<file path="config.mk">
export PLATFORM = sky130hd
export DESIGN_NAME = mem_access_flat
export DESIGN_NICKNAME = d
export VERILOG_FILES = /design/src/rtl/mem_access_pkg.sv /design/src/rtl/mem_access_if.sv /design/src/rtl/mem_lsu_align.sv /design/src/rtl/mem_access.sv /design/src/flat_wrapper.sv
export SDC_FILE = /design/constraint.sdc
export NUM_CORES = 1
export LEC_CHECK = 0
export ABC_CLOCK_PERIOD_IN_PS = 3300
export CAP_MARGIN = 20
export CORE_AREA = 2 2 122 124
export CTS_CLUSTER_SIZE = 8
export DETAILED_ROUTE_END_ITERATION = 10
export DIE_AREA = 0 0 124 126
export DONT_BUFFER_PORTS = 1
export PLACE_DENSITY = 0.71
export SLEW_MARGIN = 0
export SYNTH_ARGS = -nofsm -noshare
export SYNTH_HDL_FRONTEND = slang
export SYNTH_SLANG_ARGS = --single-unit
</file>
<file path="constraint.sdc">
create_clock -name clk_100MHz -period 3.3 [get_ports clk_100MHz]
set_input_delay 0.33 -clock clk_100MHz [delete_from_list [all_inputs] [get_ports clk_100MHz]]
set_output_delay 0.33 -clock clk_100MHz [all_outputs]
set_load 0.005 [all_outputs]
</file>
<file path="src/rtl/mem_access_pkg.sv">
// rtl/mem_access_pkg.sv - shared constants, FSM encodings and size helpers for the memory stage
// Purpose: funct3 load codes, FSM state encodings, access-size decode and the
//          alignment rule shared by the top and the lane aligner.
// Ports:   none (package).
package mem_access_pkg;

  localparam int XLEN = 32;

  // Load funct3 codes (stores reuse the low two bits as the size field).
  localparam logic [2:0] F3_LB  = 3'b000;
  localparam logic [2:0] F3_LH  = 3'b001;
  localparam logic [2:0] F3_LW  = 3'b010;
  localparam logic [2:0] F3_LBU = 3'b100;
  localparam logic [2:0] F3_LHU = 3'b101;

  // FSM encodings kept as plain constants for compatibility with older code.
  localparam logic [1:0] ST_IDLE = 2'd0;
  localparam logic [1:0] ST_REQ  = 2'd1;
  localparam logic [1:0] ST_WAIT = 2'd2;

  typedef enum logic [1:0] {
    SZ_BYTE = 2'd0,
    SZ_HALF = 2'd1,
    SZ_WORD = 2'd2
  } acc_size_e;

  // funct3[1:0] is the size for both loads and stores; the unused code 2'b11
  // is treated as a word so it can never produce a partial byte enable.
  function automatic acc_size_e size_of(input logic [2:0] funct3);
    case (funct3[1:0])
      2'b00:   size_of = SZ_BYTE;
      2'b01:   size_of = SZ_HALF;
      default: size_of = SZ_WORD;
    endcase
  endfunction

  function automatic logic is_misaligned(input logic [2:0] funct3, input logic [1:0] off);
    case (size_of(funct3))
      SZ_HALF: is_misaligned = off[0];
      SZ_WORD: is_misaligned = |off;
      default: is_misaligned = 1'b0;
    endcase
  endfunction

endpackage

</file>
<file path="src/rtl/mem_access_if.sv">
// rtl/mem_access_if.sv - data-bus interface between the memory stage and the data memory
// Purpose: bundles the req/gnt/rvalid data bus.
// Ports:   master (memory stage): drives req/we/addr/be/wdata, receives gnt/rvalid/rdata.
//          slave  (memory/bench): the opposite directions.
interface mem_access_if;
  import mem_access_pkg::*;

  logic            dbus_req_o;
  logic            dbus_we_o;
  logic [XLEN-1:0] dbus_addr_o;
  logic [3:0]      dbus_be_o;
  logic [XLEN-1:0] dbus_wdata_o;
  logic            dbus_gnt_i;
  logic            dbus_rvalid_i;
  logic [XLEN-1:0] dbus_rdata_i;

  modport master (
    output dbus_req_o, dbus_we_o, dbus_addr_o, dbus_be_o, dbus_wdata_o,
    input  dbus_gnt_i, dbus_rvalid_i, dbus_rdata_i
  );

  modport slave (
    input  dbus_req_o, dbus_we_o, dbus_addr_o, dbus_be_o, dbus_wdata_o,
    output dbus_gnt_i, dbus_rvalid_i, dbus_rdata_i
  );

endinterface

</file>
<file path="src/rtl/mem_lsu_align.sv">
// rtl/mem_lsu_align.sv - combinational byte-lane aligner for loads and stores
// Purpose: for the incoming access, generates byte enables, lane-replicated
//          store data and the misalignment flag; for the returning load word,
//          selects the addressed lane and sign/zero-extends it.
// Ports:   req_funct3_i/req_off_i/req_wdata_i -> req_be_o/req_wdata_o/req_misalign_o
//          ld_funct3_i/ld_off_i/ld_rdata_i    -> ld_data_o
module mem_lsu_align
  import mem_access_pkg::*;
(
  input  logic [2:0]      req_funct3_i,
  input  logic [1:0]      req_off_i,
  input  logic [XLEN-1:0] req_wdata_i,
  output logic [3:0]      req_be_o,
  output logic [XLEN-1:0] req_wdata_o,
  output logic            req_misalign_o,
  input  logic [2:0]      ld_funct3_i,
  input  logic [1:0]      ld_off_i,
  input  logic [XLEN-1:0] ld_rdata_i,
  output logic [XLEN-1:0] ld_data_o
);

  logic [7:0]  lane_b;
  logic [15:0] lane_h;

  assign req_misalign_o = is_misaligned(req_funct3_i, req_off_i);

  // Store data is replicated across all lanes so the memory only has to
  // honour the byte enables, never shift.
  always_comb begin
    req_be_o    = 4'hF;
    req_wdata_o = req_wdata_i;
    case (size_of(req_funct3_i))
      SZ_BYTE: begin
        req_be_o    = 4'b0001 << req_off_i;
        req_wdata_o = {4{req_wdata_i[7:0]}};
      end
      SZ_HALF: begin
        req_be_o    = 4'b0011 << req_off_i;
        req_wdata_o = {2{req_wdata_i[15:0]}};
      end
      default: ;
    endcase
  end

  always_comb begin
    lane_b = ld_rdata_i[7:0];
    case (ld_off_i)
      2'd1:    lane_b = ld_rdata_i[15:8];
      2'd2:    lane_b = ld_rdata_i[23:16];
      2'd3:    lane_b = ld_rdata_i[31:24];
      default: ;
    endcase
  end

  // Halfwords are only ever aligned here, so off[1] alone picks the lane.
  assign lane_h = ld_off_i[1] ? ld_rdata_i[31:16] : ld_rdata_i[15:0];

  always_comb begin
    ld_data_o = ld_rdata_i;
    case (ld_funct3_i)
      F3_LB:   ld_data_o = {{24{lane_b[7]}}, lane_b};
      F3_LBU:  ld_data_o = {24'b0, lane_b};
      F3_LH:   ld_data_o = {{16{lane_h[15]}}, lane_h};
      F3_LHU:  ld_data_o = {16'b0, lane_h};
      F3_LW:   ld_data_o = ld_rdata_i;
      default: ;
    endcase
  end

endmodule

</file>
<file path="src/rtl/mem_access.sv">
// rtl/mem_access.sv - pipeline memory stage: one data-bus transaction per load/store
// Purpose: sits between ex_mem and mem_wb. Non-memory results pass through with
//          one registered cycle. Aligned loads/stores run IDLE->REQ(->WAIT)->IDLE
//          on the req/gnt/rvalid bus while hold_o stalls the upstream pipe;
//          misaligned accesses are dropped with a misalign_o pulse; accesses
//          that stay open TIMEOUT_CYCLES cycles are abandoned with a bus_err_o pulse.
// Ports:   clk_100MHz, arst_n (async active-low)
//          mem_r_*/mem_w_*/inst_i/reg_w_*_i : from ex_mem
//          dbus                             : data bus (master side)
//          hold_o                           : stall to pc/if_id/id_ex/ex_mem
//          reg_w_*_o                        : registered result to mem_wb
//          misalign_o, bus_err_o            : single-cycle error pulses
module mem_access
  import mem_access_pkg::*;
#(
  parameter int TIMEOUT_CYCLES = 16
) (
  input  logic            clk_100MHz,
  input  logic            arst_n,
  input  logic            mem_r_ena_i,
  input  logic [XLEN-1:0] mem_r_addr_i,
  input  logic            mem_w_ena_i,
  input  logic [XLEN-1:0] mem_w_addr_i,
  input  logic [XLEN-1:0] mem_w_data_i,
  input  logic [XLEN-1:0] inst_i,
  input  logic [4:0]      reg_w_addr_i,
  input  logic            reg_w_ena_i,
  input  logic [XLEN-1:0] reg_w_data_i,
  mem_access_if.master    dbus,
  output logic            hold_o,
  output logic [4:0]      reg_w_addr_o,
  output logic            reg_w_ena_o,
  output logic [XLEN-1:0] reg_w_data_o,
  output logic            misalign_o,
  output logic            bus_err_o
);

  localparam int               CNT_W    = $clog2(TIMEOUT_CYCLES + 1);
  localparam logic [CNT_W-1:0] CNT_LAST = CNT_W'(TIMEOUT_CYCLES - 1);

  logic [1:0]       state_q, state_d;
  logic [CNT_W-1:0] cnt_q;

  // Transaction latched at IDLE exit; ex_mem is stalled but the bus view must
  // not depend on it.
  logic             we_q;
  logic [29:0]      addr_q;
  logic [1:0]       off_q;
  logic [3:0]       be_q;
  logic [XLEN-1:0]  wdata_q;
  logic [2:0]       funct3_q;
  logic [4:0]       rd_q;
  logic             rd_ena_q;

  logic             access, is_load;
  logic [XLEN-1:0]  in_addr;
  logic [3:0]       be_new;
  logic [XLEN-1:0]  wdata_new;
  logic             mis_new;
  logic [XLEN-1:0]  ld_data;

  logic             idle, busy, start, mis_drop;
  logic             st_done, ld_done, complete, timeout;
  logic             unused_inst;

  assign unused_inst = ^{inst_i[31:15], inst_i[11:0]};

  // Load wins when both enables are set; the store is dropped.
  assign is_load = mem_r_ena_i;
  assign access  = mem_r_ena_i | mem_w_ena_i;
  assign in_addr = is_load ? mem_r_addr_i : mem_w_addr_i;

  mem_lsu_align u_align (
    .req_funct3_i   (inst_i[14:12]),
    .req_off_i      (in_addr[1:0]),
    .req_wdata_i    (mem_w_data_i),
    .req_be_o       (be_new),
    .req_wdata_o    (wdata_new),
    .req_misalign_o (mis_new),
    .ld_funct3_i    (funct3_q),
    .ld_off_i       (off_q),
    .ld_rdata_i     (dbus.dbus_rdata_i),
    .ld_data_o      (ld_data)
  );

  assign idle     = (state_q == ST_IDLE);
  assign busy     = !idle;
  assign start    = idle && access && !mis_new;
  assign mis_drop = idle && access && mis_new;
  assign st_done  = (state_q == ST_REQ) && dbus.dbus_gnt_i && we_q;
  assign ld_done  = (state_q == ST_WAIT) && dbus.dbus_rvalid_i;
  assign complete = st_done || ld_done;
  // A load granted in its last allowed cycle still counts as timed out: the
  // whole REQ+WAIT window is bounded, not each phase.
  assign timeout  = busy && !complete && (cnt_q == CNT_LAST);

  // hold drops in the completion (or timeout) cycle so ex_mem advances on that
  // same edge and the access is not reissued.
  assign hold_o = start || (busy && !complete && !timeout);

  assign dbus.dbus_req_o   = (state_q == ST_REQ);
  assign dbus.dbus_we_o    = we_q;
  assign dbus.dbus_addr_o  = {addr_q, 2'b00};
  assign dbus.dbus_be_o    = be_q;
  assign dbus.dbus_wdata_o = wdata_q;

  always_comb begin
    state_d = state_q;
    case (state_q)
      ST_IDLE: if (start) state_d = ST_REQ;
      ST_REQ:  if (dbus.dbus_gnt_i) state_d = we_q ? ST_IDLE : ST_WAIT;
      ST_WAIT: if (dbus.dbus_rvalid_i) state_d = ST_IDLE;
      default: state_d = ST_IDLE;
    endcase
    if (timeout) state_d = ST_IDLE;
  end

  always_ff @(posedge clk_100MHz or negedge arst_n) begin
    if (!arst_n) begin
      state_q      <= ST_IDLE;
      cnt_q        <= '0;
      we_q         <= 1'b0;
      addr_q       <= '0;
      off_q        <= '0;
      be_q         <= '0;
      wdata_q      <= '0;
      funct3_q     <= '0;
      rd_q         <= '0;
      rd_ena_q     <= 1'b0;
      reg_w_addr_o <= '0;
      reg_w_ena_o  <= 1'b0;
      reg_w_data_o <= '0;
      misalign_o   <= 1'b0;
      bus_err_o    <= 1'b0;
    end else begin
      state_q    <= state_d;
      misalign_o <= mis_drop;
      bus_err_o  <= timeout;

      if (state_d == ST_IDLE || idle) cnt_q <= '0;
      else                            cnt_q <= cnt_q + 1'b1;

      if (start) begin
        we_q     <= !is_load;
        addr_q   <= in_addr[31:2];
        off_q    <= in_addr[1:0];
        be_q     <= be_new;
        wdata_q  <= wdata_new;
        funct3_q <= inst_i[14:12];
        rd_q     <= reg_w_addr_i;
        rd_ena_q <= reg_w_ena_i;
      end

      if (ld_done) begin
        reg_w_addr_o <= rd_q;
        reg_w_ena_o  <= rd_ena_q;
        reg_w_data_o <= ld_data;
      end else if (busy) begin
        // Bubble to mem_wb while held, on store completion and on timeout.
        reg_w_ena_o <= 1'b0;
      end else begin
        reg_w_addr_o <= reg_w_addr_i;
        reg_w_data_o <= reg_w_data_i;
        reg_w_ena_o  <= reg_w_ena_i && !access;
      end
    end
  end

endmodule

</file>
<file path="src/flat_wrapper.sv">
// flat-port wrapper written by rule: the top's interface ports become plain ports
module mem_access_flat import mem_access_pkg::*;
#(
  parameter int TIMEOUT_CYCLES = 16
)
  (clk_100MHz, arst_n, mem_r_ena_i, mem_r_addr_i, mem_w_ena_i, mem_w_addr_i, mem_w_data_i, inst_i, reg_w_addr_i, reg_w_ena_i, reg_w_data_i, hold_o, reg_w_addr_o, reg_w_ena_o, reg_w_data_o, misalign_o, bus_err_o, dbus_dbus_req_o, dbus_dbus_we_o, dbus_dbus_addr_o, dbus_dbus_be_o, dbus_dbus_wdata_o, dbus_dbus_gnt_i, dbus_dbus_rvalid_i, dbus_dbus_rdata_i);
  mem_access_if dbus_i ();
  input  logic clk_100MHz;
  input  logic arst_n;
  input  logic mem_r_ena_i;
  input  logic [XLEN-1:0] mem_r_addr_i;
  input  logic mem_w_ena_i;
  input  logic [XLEN-1:0] mem_w_addr_i;
  input  logic [XLEN-1:0] mem_w_data_i;
  input  logic [XLEN-1:0] inst_i;
  input  logic [4:0] reg_w_addr_i;
  input  logic reg_w_ena_i;
  input  logic [XLEN-1:0] reg_w_data_i;
  output logic hold_o;
  output logic [4:0] reg_w_addr_o;
  output logic reg_w_ena_o;
  output logic [XLEN-1:0] reg_w_data_o;
  output logic misalign_o;
  output logic bus_err_o;
  output wire logic [$bits(dbus_i.dbus_req_o)-1:0] dbus_dbus_req_o;
  output wire logic [$bits(dbus_i.dbus_we_o)-1:0] dbus_dbus_we_o;
  output wire logic [$bits(dbus_i.dbus_addr_o)-1:0] dbus_dbus_addr_o;
  output wire logic [$bits(dbus_i.dbus_be_o)-1:0] dbus_dbus_be_o;
  output wire logic [$bits(dbus_i.dbus_wdata_o)-1:0] dbus_dbus_wdata_o;
  input wire logic [$bits(dbus_i.dbus_gnt_i)-1:0] dbus_dbus_gnt_i;
  input wire logic [$bits(dbus_i.dbus_rvalid_i)-1:0] dbus_dbus_rvalid_i;
  input wire logic [$bits(dbus_i.dbus_rdata_i)-1:0] dbus_dbus_rdata_i;
  assign dbus_dbus_req_o = dbus_i.dbus_req_o;
  assign dbus_dbus_we_o = dbus_i.dbus_we_o;
  assign dbus_dbus_addr_o = dbus_i.dbus_addr_o;
  assign dbus_dbus_be_o = dbus_i.dbus_be_o;
  assign dbus_dbus_wdata_o = dbus_i.dbus_wdata_o;
  assign dbus_i.dbus_gnt_i = dbus_dbus_gnt_i;
  assign dbus_i.dbus_rvalid_i = dbus_dbus_rvalid_i;
  assign dbus_i.dbus_rdata_i = dbus_dbus_rdata_i;
  mem_access #(.TIMEOUT_CYCLES(TIMEOUT_CYCLES)) u_core (.clk_100MHz(clk_100MHz), .arst_n(arst_n), .mem_r_ena_i(mem_r_ena_i), .mem_r_addr_i(mem_r_addr_i), .mem_w_ena_i(mem_w_ena_i), .mem_w_addr_i(mem_w_addr_i), .mem_w_data_i(mem_w_data_i), .inst_i(inst_i), .reg_w_addr_i(reg_w_addr_i), .reg_w_ena_i(reg_w_ena_i), .reg_w_data_i(reg_w_data_i), .dbus(dbus_i), .hold_o(hold_o), .reg_w_addr_o(reg_w_addr_o), .reg_w_ena_o(reg_w_ena_o), .reg_w_data_o(reg_w_data_o), .misalign_o(misalign_o), .bus_err_o(bus_err_o));
endmodule
</file>
==> run_results.csv <==
group,metric,value,unit
timing,rsz0062_at_grt,"no",
run,drv_cap,0,
critical_path,required,2.97,ns
yosys,syn_area,6452,um^2
worst_hold_path,hp-class,"input port to flip-flop",
critical_path,cp.arrival,2.52,ns
clock_network,cts-buffers-inserted,17,
cells_and_area,area_delta_synth_final,11.23,%
floorplan,die_w,124,um
placement,io_buffers,0,
routing,post_drt_wl_per_cell,22.76,um
routing,routed_wl,17070,um
yosys,synth_commonest_cells,"125 x dfrtp_1, 103 x mux2_2, 68 x nand2_1, 30 x a22oi_1, 26 x clkbuf_1",
cells_and_area,nNetsFinal,759,
placement,dp_hpwl,12500,um
grt,grt_max_degree,126,
outcome,status,"finished, final reports clean",
critical_path,crit_fanout,47,
clock_network,cts_tree,"yes",
yosys,synthesis.instances,566,
yosys,synthArstFlopShare,100.0,%
placement,place_ws,0.6385,ns
timing,clock_skew,0.007798,ns
yosys,synth_top_cell_area_share,48.48,%
yosys,synth_top_area_cell,"dfrtp_1",
routing,vias_per_cell,5.920,
clock_network,clock_latency,0.41,ns
grt,grt_pass1_wl,25340,um
placement,routabilityCongestion,0.7770,
grt,overflow,0,
clock_network,cts_sinks,125,
routing,drtIter0Drc,188,
clock_network,cts.path.max_buffers,2,
timing,drv_slew,0,
timing,tightest_slew,0.7835,ns
routing,firstDrtPassIters,4,
routing,antenna_left,0,
pwr,clockPowerShare,26.7,%
clock_network,post-cts-setup-buffer-count,0,
floorplan,die_h,126,um
floorplan,core,14310,um^2
floorplan,start_util,45.08,%
pwr,seqPwrFrac,43.0,%
yosys,synth_cell_types,48,
pwr,ir_drop,0.4392,mV
floorplan,die_area,15620,um^2
clock_network,cts_root_buf,"clkbuf_16",
yosys,avgSynthCellArea,11.40,um^2
timing,fmax,350.9,MHz
critical_path,critical_path_class,"flip-flop to output pin",
timing,period_needed,2.849,ns
cells_and_area,drive_gt1_share,30.04,%
routing,route.detailed.drc,0,
pwr,p_leak,3.142,nW
yosys,ys.warnings.count,0,
pwr,intPower,4.523,mW
yosys,yosysMostFrequentCell,"dfrtp_1",
timing,setup_viol,0,
yosys,ys_seq_area_share,48.48,%
yosys,synth_edf_count,0,
clock_network,htreeDepth,4,
grt,grt_util_all_layers,21.62,%
cells_and_area,finalInstanceArea,7177,um^2
timing,fin_setup_tns,0,ns
pwr,comb_power_share,30.3,%
pwr,switching_power,2.429,mW
cells_and_area,nFillCells,1290,
critical_path,critical_path.endpoint_type,"output pin",
pwr,p_per_area,968.6,nW/um^2
yosys,ys.flop_type,"dfrtp_1",
timing,slew_headroom,47.77,%
cells_and_area,layoutNonFillerInstCount,750,
yosys,ys_ff_latch,125,
floorplan,rows,44,
grt,first_global_vias,4677,
routing,num_vias,4440,
placement,placed_cell_area,6541,um^2
timing,fin_ws,0.4506,ns
critical_path,cp-start-kind,"flip-flop",
yosys,synth_area_leaders,"dfrtp_1 48%, mux2_2 18%, mux2_4 4.9%",
timing,fin_crit_sh,86.35,%
clock_network,cts.clk_slew.worst_paths,0.06,ns
cells_and_area,insertedDiodeCount,0,
grt,antenna_found_initial,0,
timing,hold_violations,0,
pwr,swShare,34.94,%
placement,dp_cells,715,
floorplan,ioPinCount,315,
[through the flow]
| stage | hold WS, ns | total power [mW] | utilization [%] |
|---|---|---|---|
| 4_1_cts | 0.03226 | 7.014 | 50.14 |
| 3_5_place_dp | 0.03820 | 5.086 | 45.70 |
| 5_1_grt | 0.03658 | 7.405 | 50.14 |
| 2_1_floorplan | 0.03441 | 4.578 | - |
| 6_report | 0.04970 | 6.952 | 50.14 |
| 3_3_place_gp | 0.03809 | 4.947 | 45.70 |
[kinds of logic (layout without fill, tap and decap cells)]
kind of cell             after synthesis  after routing  share of synthesized area (%)
AND/OR/NAND/NOR                      151            151                          11.67
XOR/XNOR                               2              2                         0.2715
multiplexers                         140            140                          25.54
buffers and inverters                 48             47                          3.413
AO/OA/AOI/OAI                         97             97                          10.18
flip-flops                           125            125                          48.48
adder cells (fa/ha/maj)                2              2                         0.3878
other                                  1              2                        0.05812
[critical path, cell delays in order, from the launching register on]
cell       delay, ns
dfrtp_1         0.48
or2_2           0.53
a2111oi_4       0.48
nor2_4          0.07
buf_4           0.32
o21ai_0         0.21
[power by group through the flow]
stage	logic [mW]	registers (mW)	clock network (mW)
2_1_floorplan	1.86	2.71	0
3_3_place_gp	1.97	2.98	0
3_5_place_dp	2.08	3.00	0
4_1_cts	2.13	2.99	1.90
5_1_grt	2.34	3.10	1.97
6_report	2.10	2.99	1.86
[registers in the layout, summed over array words and instances, names as in the netlist, 2 cells and up]
register / cells
u_core.rd_q: 5
u_core.state_q: 2
u_core.funct3_q: 3
u_core.addr_q: 30
u_core.reg_w_data_o: 32
u_core.dbus.dbus_wdata_o: 32
u_core.off_q: 2
u_core.dbus.dbus_be_o: 4
u_core.cnt_q: 5
u_core.reg_w_addr_o: 5
[final cells by class]
| type | instances | area, um^2 | share of cell area (%) |
|---|---|---|---|
| clock buffer | 17 | 425.4 | 5.927 |
| clock inverter | 15 | 162.7 | 2.266 |
| inverter | 6 | 22.52 | 0.3138 |
| multi-input combinational | 394 | 3115 | 43.41 |
| timing repair buffer | 9 | 92.59 | 1.290 |
| sequential | 125 | 3128 | 43.58 |
| tap | 184 | 230.2 | 3.208 |
[routing by layer]
metal / track usage, % / vias to the layer above / routed length [um]
met2: 38.66 / 228 / 8844
li1: - / 2008 / -
met4: 7.204 / 0 / 405
met3: 9.828 / 25 / 2017
met5: 0 / - / 0
met1: 22.14 / 2179 / 5805
[layout by cell type, fill, tap and decap left out, types with 3 or more instances in the layout]
| cell | synthesis | routed |
|---|---|---|
| buf_4 | 2 | 6 |
| a22oi_1 | 30 | 30 |
| inv_1 | 6 | 6 |
| clkbuf_16 | 0 | 17 |
| mux2_4 | 21 | 21 |
| dfrtp_1 | 125 | 125 |
| nor3_1 | 4 | 4 |
| a21oi_1 | 21 | 21 |
| or3_1 | 7 | 7 |
| nand2_1 | 68 | 68 |
| nand3_1 | 22 | 22 |
| nand2b_1 | 9 | 9 |
| nand3b_1 | 9 | 9 |
| o21bai_1 | 4 | 4 |
| o21ai_0 | 23 | 23 |
| nor2b_1 | 5 | 5 |
| clkinvlp_4 | 0 | 3 |
| mux2_2 | 103 | 103 |
| nor2_1 | 7 | 6 |
| and3_1 | 8 | 8 |
| a32oi_1 | 8 | 8 |
| inv_6 | 0 | 5 |
| clkinv_4 | 0 | 3 |
| mux2i_1 | 15 | 15 |
[timing repair]
item / 4_1_cts / 5_1_grt
hold buffers: 3 / 0
endpoints found under the hold margin: 126 / 0
resized for setup: 0 / 1
setup endpoints to repair: 0 / 1
[final timing paths]
path / cells past startpoint / slack [ns] / end / startpoint
worst max-delay path: 5 / 0.45 / hold_o / u_core.state_q[1]$_DFF_PN0_
worst min-delay path: 2 / 0.05 / u_core.reg_w_data_o[2]$_DFFE_PN0P_ / reg_w_data_i[2]
worst max register to register: 5 / 0.89 / u_core.dbus.dbus_wdata_o[29]$_DFFE_PN0P_ / u_core.state_q[1]$_DFF_PN0_
worst min register to register: 1 / 0.48 / u_core.cnt_q[0]$_DFF_PN0_ / u_core.cnt_q[0]$_DFF_PN0_
max in group asynchronous: 2 / 2.23 / u_core.reg_w_data_o[20]$_DFFE_PN0P_ / arst_n
min in group asynchronous: 2 / 0.49 / u_core.reg_w_data_o[0]$_DFFE_PN0P_ / arst_n
(Power assumes the default switching activity.)
